===== src/rtl/sequenciador_gray.sv =====
// Sweep controller: walks a binary index from first to last (up or down, optional loop)
// and presents each binary/Gray pair over a valid/ready handshake.

module conversor_binario_grey #(
  parameter int unsigned WIDTH = 4
) (
  input  logic [WIDTH-1:0] binario,
  output logic [WIDTH-1:0] gray
);

  assign gray = binario ^ (binario >> 1);

endmodule

module sequenciador_gray #(
  parameter int unsigned WIDTH = 4
) (
  input  logic             clk,
  input  logic             rst_n,
  input  logic             start,
  input  logic             abort,
  input  logic [WIDTH-1:0] first,
  input  logic [WIDTH-1:0] last,
  input  logic             loop,
  input  logic             out_ready,
  output logic             out_valid,
  output logic [WIDTH-1:0] binario,
  output logic [WIDTH-1:0] gray,
  output logic             busy,
  output logic             done
);

  typedef enum logic [1:0] {
    IDLE = 2'd0,
    RUN  = 2'd1,
    DONE = 2'd2
  } state_t;

  state_t           r_state;
  state_t           w_next_state;
  logic [WIDTH-1:0] r_binario;
  logic [WIDTH-1:0] r_first;
  logic [WIDTH-1:0] r_last;
  logic             r_loop;
  logic             r_dir_down;
  logic             w_xfer;
  logic             w_at_last;
  logic [WIDTH-1:0] w_step;

  assign w_xfer    = (r_state == RUN) && out_ready;
  assign w_at_last = (r_binario == r_last);
  assign w_step    = r_dir_down ? (r_binario - WIDTH'(1)) : (r_binario + WIDTH'(1));

  always_ff @(posedge clk) begin
    if (!rst_n) begin
      r_state <= IDLE;
    end else begin
      r_state <= w_next_state;
    end
  end

  always_comb begin
    w_next_state = r_state;
    case (r_state)
      IDLE: if (start) w_next_state = RUN;
      RUN: begin
        if (abort) begin
          w_next_state = IDLE;
        end else if (w_xfer && w_at_last && !r_loop) begin
          w_next_state = DONE;
        end
      end
      DONE:    w_next_state = IDLE;
      default: w_next_state = IDLE;
    endcase
  end

  always_comb begin
    out_valid = 1'b0;
    busy      = 1'b0;
    done      = 1'b0;
    case (r_state)
      RUN: begin
        out_valid = 1'b1;
        busy      = 1'b1;
      end
      DONE:    done = 1'b1;
      default: ;
    endcase
  end

  // Index and sweep parameters; abort freezes the index even when a transfer coincides.
  always_ff @(posedge clk) begin
    if (!rst_n) begin
      r_binario  <= '0;
      r_first    <= '0;
      r_last     <= '0;
      r_loop     <= 1'b0;
      r_dir_down <= 1'b0;
    end else if (r_state == IDLE) begin
      if (start) begin
        r_binario  <= first;
        r_first    <= first;
        r_last     <= last;
        r_loop     <= loop;
        r_dir_down <= (first > last);
      end
    end else if (w_xfer && !abort) begin
      if (!w_at_last) begin
        r_binario <= w_step;
      end else if (r_loop) begin
        r_binario <= r_first;
      end
    end
  end

  assign binario = r_binario;

  conversor_binario_grey #(
    .WIDTH(WIDTH)
  ) u_conv (
    .binario(r_binario),
    .gray   (gray)
  );

endmodule


===== config.mk =====
export PLATFORM = sky130hd
export DESIGN_NAME = sequenciador_gray
export DESIGN_NICKNAME = d
export VERILOG_FILES = /design/src/rtl/sequenciador_gray.sv
export SDC_FILE = /design/constraint.sdc
export NUM_CORES = 1
export LEC_CHECK = 0
export ABC_AREA = 1
export BUFFER_PORTS_ARGS = -buffer_cell sky130_fd_sc_hd__clkbuf_2
export CAP_MARGIN = 40
export CORE_ASPECT_RATIO = 0.6
export CORE_MARGIN = 10
export CORE_UTILIZATION = 48
export CTS_CLUSTER_DIAMETER = 60
export DETAILED_ROUTE_END_ITERATION = 8
export PLACE_DENSITY_LB_ADDON = 0.25
export SLEW_MARGIN = 20
export SYNTH_ARGS = -nofsm -noshare
export SYNTH_HDL_FRONTEND = slang
export SYNTH_SLANG_ARGS = --single-unit

===== constraint.sdc =====
create_clock -name clk -period 1.4 [get_ports clk]
set_input_delay 0.14 -clock clk [delete_from_list [all_inputs] [get_ports clk]]
set_output_delay 0.14 -clock clk [all_outputs]
set_load 0.02 [all_outputs]

# Yosys cells after proc, flatten, opt, wreduce, memory -nomap -nowiden
# Cells that the tools add are included.
[totals]
regBits = 16
in_bits = 14
elab_cells = 39
[classes]
n_addsub = 2
magnitude_cmp = 1
n_eq_ne = 6
n_mux = 12
bitwise = 1
n_reduce_logical = 11
[ops]
columns = ["cell", "count"]
rows = [
  ["2-to-1 mux 4 bit", 6],
  ["2-to-1 mux 2 bit", 3],
  ["inequality test 3 x 2 -> 1 bit, second input constant", 2],
  ["adder 4 x 1 -> 4 bit, second input constant", 1],
  ["== test 4 bit", 1],
  ["greater-than comparator 4 bit", 1],
  ["logical AND 1 bit", 4],
  ["one-hot mux 2 bit (2 select lines)", 1],
  ["AND reduction 2 bit", 2],
  ["subtractor 4 x 1 -> 4 bit, second input constant", 1],
  ["bitwise XOR 4 x 3 -> 4 bit", 1],
  ["AND reduction 3 bit", 1],
  ["== test 2 x 1 -> 1 bit, second input constant", 1],
  ["== test 2 bit, second input constant", 1],
  ["zero test 1 bit", 2],
  ["zero test 2 bit", 1],
  ["2-to-1 mux 1 bit", 2],
  ["inequality test 2 bit, second input constant", 1],
  ["nonzero test 2 bit", 1],
]

# Logic depth before layout (Yosys ltp)
# Gate-level depths: netlist of the first run.
[depth]
depth_word = 7
ltp_mapped = 10

# Modules after synthesis
# Synthesis of the first run repeated with hierarchy kept, for this count alone.
[hier_totals]
hier_cells = 171
area_unflattened_um2 = 1136.1
[modules_own_cells]
columns = ["mod", "n_inst", "cells_per_inst", "area_per_inst_um2"]
rows = [
  ["sequenciador_gray", 1, 157, 1079.8],
  ["conversor_binario_grey", 1, 14, 56.3],
]

# Worst setup path after synthesis of the first run
# Ideal clock, no wire load.
[synth_timing]
path_kind = "flip-flop to flip-flop"
startpoint = "reg r_binario[2], in the netlist binario[2]"
endpoint = "reg r_binario[3], in the netlist binario[3]"
arrival_time_ps = 1485
required_time_ps = 1288
path_slack_ps = -197
path_stages_with_launch = 9
synth_period_minus_slack_ps = 1597
cell_sequence = "dfxtp_1 -> ha_1 -> or2_2 -> nand3_1 -> nand2_1 -> nor2_1 -> nor2_1 -> nor2_1 -> nor2_2"
[synth_via]
elab_chain_len = 5
elab_cells_between_ends = 9
cone_classes = "add/sub (2); eq/ne (2); mux (4); reduce/logical (1)"
[synth_lines]
columns = ["element", "line_no", "text"]
rows = [
  ["start: declaration", "41", "logic [WIDTH-1:0] r_binario;"],
  ["start signal: assignment", "102", "r_binario <= first;"],
  ["start signal: assignment", "110", "r_binario <= w_step;"],
  ["start signal: assignment", "112", "r_binario <= r_first;"],
  ["adder 4 x 1 -> 4 bit or subtractor 4 x 1 -> 4 bit (tied branches)", "52", "assign w_step = r_dir_down ? (r_binario - WIDTH'(1)) : (r_binario + WIDTH'(1));"],
  ["2-to-1 mux 4 bit", "52", ""],
  ["2-to-1 mux 4 bit", "109", "if (!w_at_last) begin"],
  ["2-to-1 mux 4 bit", "108", "end else if (w_xfer && !abort) begin"],
  ["2-to-1 mux 4 bit", "100", "end else if (r_state == IDLE) begin"],
]
# Parallel ways exist; a longest one is shown, timed or not. The select of a mux whose other input is x is not followed.
# A chain may end at the register's enable or synchronous reset.

# Final worst setup path of the first run
[layout_timing]
startpoint = "reg r_dir_down"
endpoint = "reg r_binario[2], in the netlist binario[2]"
[layout_via]
elab_chain_len = 4
[layout_lines]
columns = ["element", "line_no", "text"]
rows = [
  ["start: declaration", "45", "logic r_dir_down;"],
  ["start signal: assignment", "106", "r_dir_down <= (first > last);"],
  ["2-to-1 mux 4 bit", "52", ""],
  ["2-to-1 mux 4 bit", "109", ""],
  ["2-to-1 mux 4 bit", "108", ""],
  ["2-to-1 mux 4 bit", "100", ""],
]
# No other way between the ends. The select of a mux whose other input is x is not followed.

==> impl_metrics.py, run 1 <==
metrics = {
    "clocking": {
        "cts_tree": "yes",
        "cts-root-buf": "clkbuf_8",
        "htree_levels": 1,
        "worstSkewPairLatency_ns": 0.25,
        "clk_pin_slew_worst_paths_ns": 0.06,
        "cts.path.max_buffers": 2,
        "clkSinkCount": 16,
        "numCtsBuffers": 3,
        "ctsHoldBuffers": 0,
    },
    "synthesis": {
        "ys_async_sr_fraction_pct": 0,
        "synth-edff-count": 0,
        "synth_cells": 159,
        "synth_cell_types": 27,
        "ys_seq_elements": 16,
        "ys_seq_area_share_pct": 28.70,
        "syn_nets": 180,
        "synthesis.area_um2": 1116,
        "ys_warn_count": 0,
        "synth.avg_cell_area_um2": 7.019,
        "synth_flop_cell": "dfxtp_1",
    },
    "setup_path": {
        "worstSetupEndpointType": "register",
        "r2r-start": "r_dir_down",
        "crit_type": "reg -> reg",
        "crit_path_max_fanout": 4,
        "r2r-end": "binario[2]",
        "r2r_cells": 8,
        "crit_family": "simple AND/OR/NAND/NOR gates",
        "path_cells": "inv_1 > fa_2 > xor2_1 > nand2_1 > nand3_1 > nand2_1 > nor2_2 > nor2_2",
        "cp.required_ns": 1.55,
        "max_stage_delay_ns": 0.38,
        "cp-start-kind": "register",
        "crit_arrival_ns": 1.59,
        "r2r_slack_ns": -0.04,
        "critPathBufInv": 1,
        "cpMaxStageDelayCell": "dfxtp_4",
    },
    "die": {
        "fp.dieH_um": 57.35,
        "die_w_um": 82.25,
        "dieArea_um2": 4717,
        "start_util_pct": 50.83,
        "rows": 13,
        "core_um2": 2196,
        "pin_count": 25,
    },
    "min_path": {
        "holdPathEnd": "r_loop",
        "holdPathStages": 3,
        "hp-start": "loop",
        "min_path_type": "in -> reg",
    },
    "sta": {
        "slew_viol_final": 0,
        "grt_setup_unrepaired": "yes",
        "hold_viol": 0,
        "skew_ns": 0.003866,
        "setup_viol_count_final": 2,
        "fin_crit_sh_pct": 103.1,
        "maxSlewHeadroom_pct": 80.33,
        "period_minus_slack_ns": 1.443,
        "fmax_mhz": 693.0,
        "timing.final.ws_setup_ns": -0.04297,
        "tightest_slew_ns": 0.2929,
    },
    "global_route": {
        "grt_pass1_vias": 1137,
        "antenna_found_initial": 0,
        "grt_util_met3_pct": 4.531,
        "grt.total_usage_pct": 13.04,
        "grt_use_met2_pct": 21.55,
        "gr-total-overflow": 0,
        "top_usage_layer": "met2",
        "grt_pass1_wl_mm": 4.905,
        "grt.met1_usage_pct": 16.27,
        "grt_max_degree": 16,
    },
    "final_layout": {
        "synthToLayoutAreaGrowth_pct": 32.96,
        "finalCoreUtilization_pct": 67.58,
        "finalInstanceArea_um2": 1484,
        "layout-drive-gt1-share_pct": 38.97,
        "antenna_cells": 0,
        "fin_nets": 217,
    },
    "route": {
        "wl_mm": 3.004,
        "viasPerCell": 4.938,
        "wl_per_cell_um": 13.35,
        "drtAntennaViolNets": 0,
        "vias": 1111,
        "drc": 0,
        "drt_iter0_markers": 71,
        "first_pass_iters": 4,
    },
    "placed_design": {
        "place_area_um2": 1365,
        "dpl.hpwl_mm": 2.376,
        "io_buffers": 24,
        "dpl_worst_slack_ns": -0.07941,
        "gp_congestion": 0.9512,
    },
    "flow_run": {
        "drv_cap": 0,
    },
    "status": {
        "violations": "setup timing",
        "outcome": "complete, but fails checks",
    },
    "power": {
        "power_density_nw_per_um2": 1025,
        "cellLeakagePower_nw": 0.7475,
        "ir_drop_uv": 614.8,
    },
}
layout by cell type, fill, tap and decap left out, drive strengths merged:
master,instances
a21boi,1
a21oi,12
buf,13
clkbuf,28
dfxtp,16
fa,1
ha,6
inv,26
nand2,40
nand3,14
nand4,1
nor2,18
nor3,1
nor4,1
o211ai,1
o21a,1
o21ai,10
or2,1
xor2,4
cell type report:
type                            instances  area [um2]
Clock buffer                            4       45.04
Fill cell                             195       711.9
Inverter                               26       102.6
Multi-Input combinational cell        112       738.2
Sequential cell                        16       335.3
Tap cell                               30       37.54
Timing Repair Buffer                   37       225.2
where the power goes:
group | total [mW] | internal (mW) | leakage, nW | switching, mW
clock network | 0.362 | 0.202 | 0.0228 | 0.160
registers | 0.535 | 0.497 | 0.135 | 0.0379
logic | 0.624 | 0.255 | 0.590 | 0.369
timing repair:
action                                  in CTS  in global routing
buffers inserted                             1                  0
gates cloned                                 0                  0
pin swaps                                   11                  9
endpoints found under the setup margin       4                  7
resized for setup                           17                  1
through the flow:
step	TNS (ns)	total power [mW]	hold slack, ns	std cells
2_1_floorplan	0	0.9329	0.2716	159
3_3_place_gp	-0.08387	1.098	0.4219	220
3_5_place_dp	-0.1562	1.114	0.4334	220
4_1_cts	-0.007306	1.526	0.1741	225
5_1_grt	-0.4336	1.613	0.2103	225
6_report	-0.05788	1.521	0.1713	225
flip-flops by register name (all words and copies together) (netlist names):
name / count
r_first: 4
r_last: 4
r_loop: 1
r_dir_down: 1
r_state: 2
binario: 4
synthesized netlist by cell type, types with 2 or more instances:
library cell | count | share of area, %
nor2_2 | 5 | 2.8
o21ai_0 | 10 | 4.5
clkbuf_1 | 2 | 0.67
nor2_1 | 11 | 3.7
dfxtp_1 | 16 | 29
nand3_1 | 13 | 5.8
a21oi_1 | 12 | 5.4
ha_1 | 6 | 6.7
buf_4 | 2 | 1.3
nand2_1 | 33 | 11
inv_2 | 4 | 1.3
nand2_2 | 4 | 2.2
xor2_1 | 4 | 3.1
inv_1 | 22 | 7.4
nand2_4 | 3 | 3.0
worst register-to-register path, delay by kind of cell, from the launching register on:
kind,cells,cell delay [ns]
buffers and inverters,1,0.07
adder cells (fa/ha/maj),1,0.33
flip-flops,1,0.38
XOR/XNOR,1,0.14
AND/OR/NAND/NOR,5,0.42
logic make-up (layout without fill, tap and decap cells):
kind of cell	Yosys count	in the layout	share of synthesized area [%]
AOI/OAI and AO/OA	25	25	11.88
and+or+nand+nor	76	76	36.55
DFF	16	16	28.70
adders and majority gates	7	7	8.520
buffers and inverters	31	67	11.21
xor gates and xnor gates	4	4	3.139
per-layer routing:
layer	vias to the layer above	wire length [um]
met5	-	0
met4	0	21
met3	6	169
met2	36	1471
met1	496	1342
li1	573	-
worst max-delay path by stage:
stage,end,depth (start not counted),slack (ns),startpoint
3_5_place_dp,binario[1],7,-0.08,r_dir_down
2_1_floorplan,binario[2],8,0.008,binario[0]
3_3_place_gp,binario[1],7,-0.06,r_dir_down
4_1_cts,binario[3],11,-0.006,r_dir_down
6_report,binario[2],8,-0.04,r_dir_down
5_1_grt,binario[3],11,-0.13,r_dir_down
(Power assumes the default switching activity.)
==> run 2: changes to the inputs <==
--- a/constraint.sdc
+++ b/constraint.sdc
@@ -3,2 +3,2 @@
 set_output_delay 0.14 -clock clk [all_outputs]
-set_load 0.02 [all_outputs]
+set_load 0.1 [all_outputs]
==> run 2 against run 1 <==
The run still ends with setup timing left. Critical path type unchanged. Largest power group unchanged. Highest routed layer unchanged. Largest cell class unchanged. Global-route usage increased by 1.5 points. Core utilization rose by 11 points. Cell count increased by 1.3%. Register-to-register slack about the same. Sequential share of layout area fell by 3.0 points. Hold slack improved by 0.026 ns. Non-clock buffer count grew 4. Routed wire length up 17%.
==> impl_metrics.py, run 2 (synthesis gave the netlist of run 1 again) <==
metrics = {
    "status": {
        "outcome": "complete, but fails checks",
        "violations": "setup timing",
    },
    "route": {
        "first_pass_iters": 4,
        "drc": 0,
        "vias": 1212,
        "wl_per_cell_um": 15.38,
        "wl_mm": 3.506,
        "viasPerCell": 5.316,
        "drt_iter0_markers": 79,
        "drtAntennaViolNets": 0,
    },
    "sta": {
        "skew_ns": 0.002613,
        "slew_viol_final": 0,
        "finalSetupTns_ns": -0.05825,
        "timing.final.ws_setup_ns": -0.03865,
        "setup_viol_count_final": 2,
        "tightest_slew_ns": 0.3355,
        "hold_viol": 0,
        "grt_setup_unrepaired": "yes",
        "fin_crit_sh_pct": 102.8,
        "period_minus_slack_ns": 1.439,
        "fmax_mhz": 695.1,
        "maxSlewHeadroom_pct": 77.60,
    },
    "placed_design": {
        "place_area_um2": 1533,
        "dpl_worst_slack_ns": -0.09331,
        "dpl.hpwl_mm": 2.756,
        "io_buffers": 24,
        "gp_congestion": 0.9145,
    },
    "clocking": {
        "clkSinkCount": 16,
        "clk_pin_slew_worst_paths_ns": 0.06,
        "worstSkewPairLatency_ns": 0.25,
        "numCtsBuffers": 3,
        "cts_tree": "yes",
        "cts-root-buf": "clkbuf_8",
        "cts.path.max_buffers": 2,
        "htree_levels": 1,
    },
    "power": {
        "p_int_mw": 1.104,
        "power.total_mw": 1.993,
        "power_density_nw_per_um2": 1150,
        "power_frac_comb_pct": 55.2,
        "seqPwrFrac_pct": 27.3,
        "power_switching_uw": 889.8,
        "power_frac_clock_pct": 17.5,
        "netSwitchingFraction_pct": 44.63,
        "ir_drop_uv": 622.1,
        "cellLeakagePower_nw": 0.8129,
    },
    "global_route": {
        "grt.total_usage_pct": 14.55,
        "grt_pass1_vias": 1250,
        "grt_max_degree": 16,
        "gr-total-overflow": 0,
        "antenna_found_initial": 0,
        "grt_pass1_wl_mm": 5.388,
    },
    "die": {
        "dieArea_um2": 4717,
        "fp.dieH_um": 57.35,
        "die_w_um": 82.25,
        "start_util_pct": 50.83,
        "pin_count": 25,
        "core_um2": 2196,
        "rows": 13,
    },
    "setup_path": {
        "crit_path_max_fanout": 5,
        "cp-start-kind": "register",
        "worstSetupEndpointType": "register",
        "cp.required_ns": 1.54,
        "crit_type": "reg -> reg",
        "crit_arrival_ns": 1.58,
    },
    "final_layout": {
        "synthToLayoutAreaGrowth_pct": 55.27,
        "antenna_cells": 0,
        "multiInputGateArea_um2": 824.5,
        "layout-drive-gt1-share_pct": 47.98,
        "finalInstanceArea_um2": 1733,
        "fin_nets": 221,
        "ff_latch_area_um2": 340.3,
        "n_fill_cell": 145,
        "final_common_cell": "nand2_1",
        "most-common-layout-cells": "nand2_1, inv_1, buf_4, clkbuf_2, a21oi_1",
    },
    "flow_run": {
        "drv_cap": 0,
    },
    "min_path": {
        "min_path_type": "in -> reg",
    },
}
[run 2: worst max-delay path, cell delays in order (launching register included)]
cell     delay, ns
dfxtp_4       0.37
ha_4          0.25
or2_4         0.24
nand3_2       0.06
nand2_1       0.06
nor2_1        0.13
nor2_1        0.06
nor2_1        0.13
nor2_2        0.04
[run 2: power groups by stage]
stage / combinational (mW) / clock, mW / sequential [mW]
floorplan: 0.576 / 0 / 0.655
global placement: 0.919 / 0 / 0.553
detailed placement: 0.960 / 0 / 0.557
CTS: 1.00 / 0.352 / 0.545
global route: 1.15 / 0.369 / 0.547
finish: 1.10 / 0.349 / 0.544
[run 2: path summary, 6_finish.rpt]
kind	slack, ns	to	depth (start not counted)	start
max	-0.04	binario[3]	8	binario[2]
min	0.20	r_last[2]	3	last[2]
max reg2reg	-0.04	binario[3]	8	binario[2]
min reg2reg	0.46	r_first[1]	2	r_first[1]
[run 2: area by class of cell]
cell class | count | share of cell area [%]
multi-input cells | 112 | 47.58
inverters | 26 | 5.921
repair buffers | 41 | 22.31
clock buffers | 3 | 2.383
well taps | 30 | 2.166
flip-flops and latches | 16 | 19.64
[run 2: what timing repair did]
| item | in CTS | in global routing |
|---|---|---|
| resized for setup | 7 | 15 |
| setup buffers | 5 | 4 |
| setup endpoints to repair | 3 | 5 |
| hold buffers | 0 | 0 |
| pin swaps | 11 | 11 |
[run 2: layer usage]
layer | up-vias | track usage, % | wire (um)
li1 | 582 | - | -
met1 | 565 | 15.71 | 1368
met2 | 57 | 25.86 | 1827
met3 | 8 | 3.750 | 239
met4 | 0 | 6.522 | 70
met5 | - | 0 | 0
[run 2: stage by stage]
stage          utilization (%)  std cells  hold slack [ns]
4_1_cts                  74.47        224           0.1974
2_1_floorplan                -        159           0.2716
3_3_place_gp             69.80        216           0.4334
6_report                 78.92        228           0.1972
3_5_place_dp             69.80        216           0.4535
5_1_grt                  78.92        228           0.2093
==> run 3: changes to the inputs <==
REMOVE_ABC_BUFFERS = 1   (was not set)
==> run 3 against run 2 <==
The flow still finishes with violations (setup timing). Hold slack worse by 0.034 ns. Global-route usage up 0.96 points. Core utilization is 0.34 points higher. Non-clock buffer count up 1. Combinational power is essentially flat. Critical path type unchanged. Largest power group unchanged.
==> impl_metrics.py, run 3 (synthesis gave the netlist of run 1 again) <==
metrics = {
    "setup_path": {
        "crit_type": "reg -> reg",
        "worstSetupEndpointType": "register",
        "crit_path_max_fanout": 2,
        "crit_family": "adder cells",
        "cpMaxStageDelayCell": "fa_2",
        "max_stage_delay_ns": 0.38,
        "cp-start-kind": "register",
        "cp.required_ns": 1.55,
        "critPathBufInv": 1,
        "crit_arrival_ns": 1.68,
        "path_cells": "inv_2 > fa_2 > xor2_1 > nand2_2 > nand3_2 > nand2_2 > nor2_2 > nor2_2",
    },
    "global_route": {
        "grt.total_usage_pct": 15.51,
        "grt_pass1_wl_mm": 5.685,
        "gr-total-overflow": 0,
        "grt_pass1_vias": 1253,
        "antenna_found_initial": 0,
        "grt_max_degree": 16,
    },
    "sta": {
        "hold_viol": 0,
        "fin_crit_sh_pct": 109.1,
        "period_minus_slack_ns": 1.527,
        "setup_viol_count_final": 5,
        "tightest_slew_ns": 0.3230,
        "fmax_mhz": 654.9,
        "slew_viol_final": 0,
        "grt_setup_unrepaired": "yes",
        "skew_ns": 0.002943,
        "holdWs_ns": 0.1633,
        "maxSlewHeadroom_pct": 78.27,
        "timing.final.ws_setup_ns": -0.1269,
    },
    "clocking": {
        "numCtsBuffers": 3,
        "cts-root-buf": "clkbuf_8",
        "clkSinkCount": 16,
        "htree_levels": 1,
        "cts.path.max_buffers": 2,
        "cts_tree": "yes",
        "clk_pin_slew_worst_paths_ns": 0.06,
        "ctsHoldBuffers": 0,
        "worstSkewPairLatency_ns": 0.26,
    },
    "placed_design": {
        "dpl.hpwl_mm": 2.355,
        "gp_congestion": 0.9147,
        "dpl_worst_slack_ns": -0.03762,
        "io_buffers": 24,
        "placed_cells": 223,
    },
    "final_layout": {
        "synthToLayoutAreaGrowth_pct": 55.94,
        "most-common-layout-cells": "nand2_1, inv_1, buf_4, clkbuf_2, a21oi_1",
        "fin_cells": 229,
        "fin_nets": 222,
        "antenna_cells": 0,
        "final_common_cell": "nand2_1",
        "layout-drive-gt1-share_pct": 46.73,
    },
    "route": {
        "wl_per_cell_um": 16.10,
        "drtAntennaViolNets": 0,
        "first_pass_iters": 4,
        "vias": 1245,
        "wl_mm": 3.688,
        "drc": 0,
        "viasPerCell": 5.437,
        "drt_iter0_markers": 100,
    },
    "power": {
        "cellLeakagePower_nw": 0.8285,
        "ir_drop_uv": 661.4,
        "power_density_nw_per_um2": 1153,
    },
    "die": {
        "die_w_um": 82.25,
        "dieArea_um2": 4717,
        "pin_count": 25,
        "core_um2": 2196,
        "fp.dieH_um": 57.35,
        "rows": 13,
        "start_util_pct": 50.83,
    },
    "status": {
        "outcome": "complete, but fails checks",
        "violations": "setup timing",
    },
    "min_path": {
        "min_path_type": "in -> reg",
    },
    "flow_run": {
        "drv_cap": 0,
    },
}
## run 3: cell types whose count changed in the layout (fill, tap and decap cells not counted), sizes merged
cell / delta
buf: +1
## run 3: metal layers
metal / GRT usage [%] / vias to the layer above / share of wire, %
li1: - / 584 / -
met1: 17.72 / 581 / 39
met2: 25.19 / 61 / 49
met3: 5.313 / 19 / 8.5
met4: 7.488 / 0 / 4.1
met5: 0 / - / 0
## run 3: stage by stage
step	cell area, um2	setup TNS (ns)	total power, mW	util [%]
6_report	1740	-0.2064	2.006	79.26
5_1_grt	1740	-0.6562	2.098	79.26
4_1_cts	1644	-0.006020	1.907	74.87
3_5_place_dp	1499	-0.05599	1.480	68.26
3_3_place_gp	1499	0	1.460	68.26
2_1_floorplan	1089	-15.63	1.147	-
## run 3: worst paths after layout
path,start,end,slack [ns],depth (start not counted)
min,loop,r_loop,0.16,3
min reg2reg,r_first[0],r_first[0],0.46,2
max reg2reg,binario[0],binario[2],-0.13,8
max,binario[0],binario[2],-0.13,8
## run 3: what timing repair did
| item | in CTS | in global routing |
|---|---|---|
| resized for setup | 20 | 24 |
| buffers inserted | 2 | 1 |
| setup endpoints to repair | 8 | 8 |
| pin swaps | 9 | 20 |
## run 3: area by class of cell
cell class | instances | area [um2]
Multi-Input combinational cell | 112 | 814.5
Fill cell | 132 | 455.4
Timing Repair Buffer | 42 | 417.9
Sequential cell | 16 | 329.1
Inverter | 26 | 100.1
Clock buffer | 3 | 41.29
Tap cell | 30 | 37.54
## run 3: worst register-to-register path, stage by stage (launching register included)
cell and delay [ns]:
dfxtp_1 0.37, inv_2 0.07, fa_2 0.39, xor2_1 0.22, nand2_2 0.09, nand3_2 0.08
nand2_2 0.05, nor2_2 0.11, nor2_2 0.05
## run 3: report_power, final
part | total (mW) | internal [mW] | switching, mW
combinational | 1.12 | 0.412 | 0.707
clock | 0.358 | 0.191 | 0.167
sequential | 0.529 | 0.498 | 0.0308
total | 2.01 | 1.10 | 0.905
